--- src/rtl/instruction_fetch.sv ---
// Fetch stage: owns the program counter, addresses the instruction ROM and registers the
// returned word into the instruction register, with stall, redirect flush and halt handling.
module instruction_fetch #(
  parameter logic [7:0] START_ADDR = 8'd0,
  parameter logic [8:0] HALT_INSTR = 9'b011100010
) (
  input  logic       clk,
  input  logic       rst_n,
  input  logic       start,
  input  logic       stall,
  input  logic       jump_en,
  input  logic [7:0] jump_target,
  input  logic       branch_taken,
  input  logic [7:0] branch_offset,
  output logic [7:0] rom_address,
  input  logic [8:0] rom_instruction,
  output logic [8:0] instr,
  output logic       instr_valid,
  output logic [7:0] pc,
  output logic       halted
);

  typedef enum logic [1:0] {
    IDLE   = 2'd0,
    RUN    = 2'd1,
    HALTED = 2'd2
  } state_t;

  state_t            state;
  logic        [7:0] fetch_pc;
  logic              redirect;
  logic              is_halt;
  logic        [7:0] redirect_target;
  logic        [7:0] seq_pc;
  logic signed [7:0] offset_s;

  // Relative target wraps modulo 256; the offset is two's complement.
  function automatic logic [7:0] branch_target(input logic [7:0] base,
                                               input logic signed [7:0] offset);
    logic [7:0] sum;
    sum = base + $unsigned(offset);
    return sum;
  endfunction

  assign rom_address = fetch_pc;
  assign offset_s    = branch_offset;

  always_comb begin
    // A redirect only belongs to a live instruction in the IR.
    redirect        = instr_valid && (jump_en || branch_taken);
    redirect_target = jump_en ? jump_target : branch_target(pc, offset_s);
    is_halt         = (rom_instruction == HALT_INSTR);
    seq_pc          = fetch_pc + 8'd1;
  end

  always_ff @(posedge clk or negedge rst_n) begin
    if (!rst_n) begin
      state       <= IDLE;
      fetch_pc    <= START_ADDR;
      instr       <= 9'd0;
      instr_valid <= 1'b0;
      pc          <= 8'd0;
      halted      <= 1'b0;
    end else begin
      case (state)
        IDLE, HALTED: begin
          instr_valid <= 1'b0;
          if (start) begin
            state    <= RUN;
            fetch_pc <= START_ADDR;
            halted   <= 1'b0;
          end
        end
        RUN: begin
          if (!stall) begin
            if (redirect) begin
              // Word at the old fetch_pc is in the redirect shadow: drop it.
              fetch_pc    <= redirect_target;
              instr_valid <= 1'b0;
            end else begin
              instr       <= rom_instruction;
              pc          <= fetch_pc;
              instr_valid <= 1'b1;
              if (is_halt) begin
                state  <= HALTED;
                halted <= 1'b1;
              end else begin
                fetch_pc <= seq_pc;
              end
            end
          end
        end
        default: begin
          state       <= IDLE;
          instr_valid <= 1'b0;
        end
      endcase
    end
  end

endmodule

--- config.mk ---
export PLATFORM = sky130hd
export DESIGN_NAME = instruction_fetch
export DESIGN_NICKNAME = d
export VERILOG_FILES = /design/src/rtl/instruction_fetch.sv
export SDC_FILE = /design/constraint.sdc
export NUM_CORES = 1
export LEC_CHECK = 0
export ABC_AREA = 0
export BUFFER_PORTS_ARGS = -buffer_cell sky130_fd_sc_hd__buf_2
export CAP_MARGIN = 20
export CORE_AREA = 2 2 66 68
export CTS_CLUSTER_SIZE = 28
export DETAILED_ROUTE_END_ITERATION = 16
export DIE_AREA = 0 0 68 70
export GPL_ROUTABILITY_DRIVEN = 1
export PLACE_DENSITY_LB_ADDON = 0.3
export SETUP_SLACK_MARGIN = 0.02
export SLEW_MARGIN = 20
export SYNTH_ARGS = -nofsm -noshare
export SYNTH_HDL_FRONTEND = slang
export SYNTH_SLANG_ARGS = --single-unit
--- constraint.sdc ---
create_clock -name clk -period 1.8 [get_ports clk]
set_input_delay 0.36 -clock clk [delete_from_list [all_inputs] [get_ports clk]]
set_output_delay 0.36 -clock clk [all_outputs]
set_load 0.05 [all_outputs]
==> flow_summary.toml <==
[final_layout]
fillCellCount = 362
multi_input_area_um2 = 1069
diodes = 0
register_area_um2 = 734.5
layout-area-overhead-vs-synth_pct = 39.53
nNetsFinal = 286
drive_gt1_share_pct = 48.58

[critical_path]
required_ns = 1.97
reg2reg_from = "pc[1]$_DFFE_PN0P_"
cp-startpoint = "pc[1]$_DFFE_PN0P_"
critPathLaunchType = "flip-flop"
cp_max_fo = 3
crit_type = "reg -> reg"
worstPathArrival_ns = 1.93
endpoint_kind = "flip-flop"

[power_and_ir_drop]
clkPwrFrac_pct = 13.7
seq_power_share_pct = 27.1
power_switching_mw = 2.139
combPwrFrac_pct = 59.2
p_int_mw = 2.211
switching_share_pct = 49.17
power.leakage_nw = 1.104
ir_drop_v = 0.0009540
power_density_nw_per_um2 = 1794

[floorplan]
die_w_um = 68
initial_core_util_pct = 41.94
dieHeight_um = 70
num_io_pins = 58
core_area_um2 = 4144
num_rows = 24
die_area_um2 = 4760

[route]
dr.pass1.iters = 4
wl_per_cell_um = 15.13
routed_wl_um = 4524
initialDrtViolationCount = 56
drc = 0
drt-vias-per-instance = 5.458
ant_nets = 0
via_count = 1632

[yosys]
yosys.area_share.simple_pct = 13.46
ys_types = 45
synth_edf_count = 0
yosys.cell_count.top_type = "dfrtp_1"
syn_inst = 167
synth_fa_ha_area_share_pct = 6.911
synth-xor-area-share_pct = 2.520
syn-cell-area_um2 = 1738
synth.yosys.seq_area_share_pct = 41.76
yosysTopAreaCell = "dfrtp_1"
synthMuxAreaShare_pct = 13.39
synth.top_cell.area_share_pct = 41.76
synth-async-reset-ratio_pct = 100.0
synth_warnings = 0
ys_top_cells_by_count = "dfrtp_1 (29), a21oi_1 (14), mux2_2 (14), o21ai_0 (11), nor2_1 (10)"
synth_top_family_by_area = "compound AO/OA/AOI/OAI gates"
yosys-top-cells-area = "dfrtp_1 (42%), mux2_2 (9.1%), ha_1 (5.8%), a21oi_1 (4.0%), o21ai_0 (3.2%)"
ys_ff_latch = 29
ys.flop_type = "dfrtp_1"
avgSynthCellArea_um2 = 10.41
syn_nets = 207
synth-compound-area-share_pct = 19.94

[place]
dp_slack_ns = -0.1415
portBuffers = 57
hpwlAfterDp_um = 3342
finalWeightedCongestion = 0.8096

[grt]
grt_usage_pct = 20.41
antenna_found_initial = 0
grt_pass1_wl_um = 7355
grt_pass1_vias = 1651
grt_start_max_net_pins = 30
gr-total-overflow = 0

[clock_tree]
cts_buffer_depth = 2
insertion_delay_ns = 0.28
clk_pin_slew_ns = 0.06
cts-htree-levels = 2
numCtsBuffers = 5
clock-root-buffer = "clkbuf_8"
cts.sinks = 29
cts_tree = "done"

[timing]
fin_crit_ns = 1.766
slew_viol_final = 0
tightest_slew_ns = 0.6712
hold_violations = 0
relSlewSlack_pct = 55.26
finalSetupViolCount = 0
postLayoutSetupSlackWorst_ns = 0.03409
rsz0062_at_grt = "yes"
setup_tns_ns = 0
whs_ns = 0.1081
fin_crit_sh_pct = 98.11
fmax_ghz = 0.5663
fin_worst_skew_ns = 0.001397

[run]
cap_violations = 0

[hold_path]
min_path_type = "in -> async"

[outcome]
outcome = "finished clean"
final timing paths:
kind | endpoint | slack, ns | cells past startpoint
max | rom_address[4]$_DFFE_PN0P_ | 0.03 | 7
min | pc[5]$_DFFE_PN0P_ | 0.11 | 1
max reg2reg | rom_address[4]$_DFFE_PN0P_ | 0.03 | 7
min reg2reg | halted$_DFFE_PN0P_ | 0.48 | 2
max in group asynchronous | pc[0]$_DFFE_PN0P_ | 1.21 | 1
min in group clk | state[1]$_DFFE_PN0P_ | 0.27 | 2
worst max-delay path: stages (launching register included):
cell and delay [ns]:
dfrtp_2 0.42, buf_4 0.15, fa_2 0.39, a21o_1 0.21, a211oi_2 0.17, nor2_1 0.06
a21oi_1 0.17, o31ai_1 0.08
registers in the layout (all words and copies together), names as in the netlist:
name,count
halted,1
pc,8
instr,9
rom_address,8
instr_valid,1
state,2
timing repair:
item / 4_1_cts / 5_1_grt
gates cloned: 0 / 0
endpoints found under the setup margin: 2 / 5
buffers inserted: 0 / 1
pin swaps: 1 / 12
hold buffers: 0 / 0
resized for setup: 2 / 8
cell families (layout without fill, tap and decap cells):
family / Yosys count / after routing
DFF: 29 / 29
xor gates and xnor gates: 5 / 5
adders and majority gates: 9 / 9
AOI/OAI and AO/OA: 54 / 54
muxes: 21 / 21
and+or+nand+nor: 43 / 43
buffers and inverters: 6 / 86
power by group through the flow:
stage / sequential, mW / clock [mW] / combinational [mW]
4_1_cts: 1.17 / 0.613 / 2.48
5_1_grt: 1.22 / 0.644 / 2.75
3_3_place_gp: 1.17 / 0 / 2.41
3_5_place_dp: 1.18 / 0 / 2.44
2_1_floorplan: 1.99 / 0 / 0.923
6_report: 1.18 / 0.598 / 2.57
stage by stage:
| step | power [mW] | util [%] | area (um2) | cells |
|---|---|---|---|---|
| 6_report | 4.350 | 58.51 | 2425 | 299 |
| 5_1_grt | 4.618 | 58.51 | 2425 | 299 |
| 4_1_cts | 4.263 | 57.07 | 2365 | 298 |
| 3_5_place_dp | 3.618 | 54.38 | 2253 | 290 |
| 3_3_place_gp | 3.579 | 54.38 | 2253 | 290 |
| 2_1_floorplan | 2.917 | - | 1779 | 167 |
cells in the final DEF (no fill, tap or decap), types with 4 or more instances in the layout:
| master | count |
|---|---|
| o31ai_1 | 6 |
| nand3_1 | 5 |
| clkbuf_8 | 7 |
| mux2_2 | 13 |
| dfrtp_2 | 7 |
| nor2_1 | 10 |
| o21ai_0 | 11 |
| ha_4 | 4 |
| o211ai_1 | 4 |
| dfrtp_1 | 22 |
| mux2_1 | 4 |
| xnor2_1 | 4 |
| a21oi_1 | 12 |
| nand2_1 | 7 |
| buf_4 | 18 |
| buf_2 | 57 |
| ha_1 | 4 |
routing by layer:
metal / global-route usage (%) / up-vias / share of wire, %
li1: - / 787 / -
met1: 24.90 / 784 / 42
met2: 35.06 / 55 / 51
met3: 5.153 / 6 / 5.5
met4: 5.333 / 0 / 1.3
met5: 0 / - / 0
final cells by class:
type                       count  share of cell area (%)
timing repair buffer          77                   18.63
tap                           52                   2.683
inverter                       1                  0.1548
multi-input combinational    132                   44.07
sequential                    29                   30.29
clock inverter                 1                  0.2064
clock buffer                   7                   3.973
No activity file was read; power rests on OpenSTA's default activity.
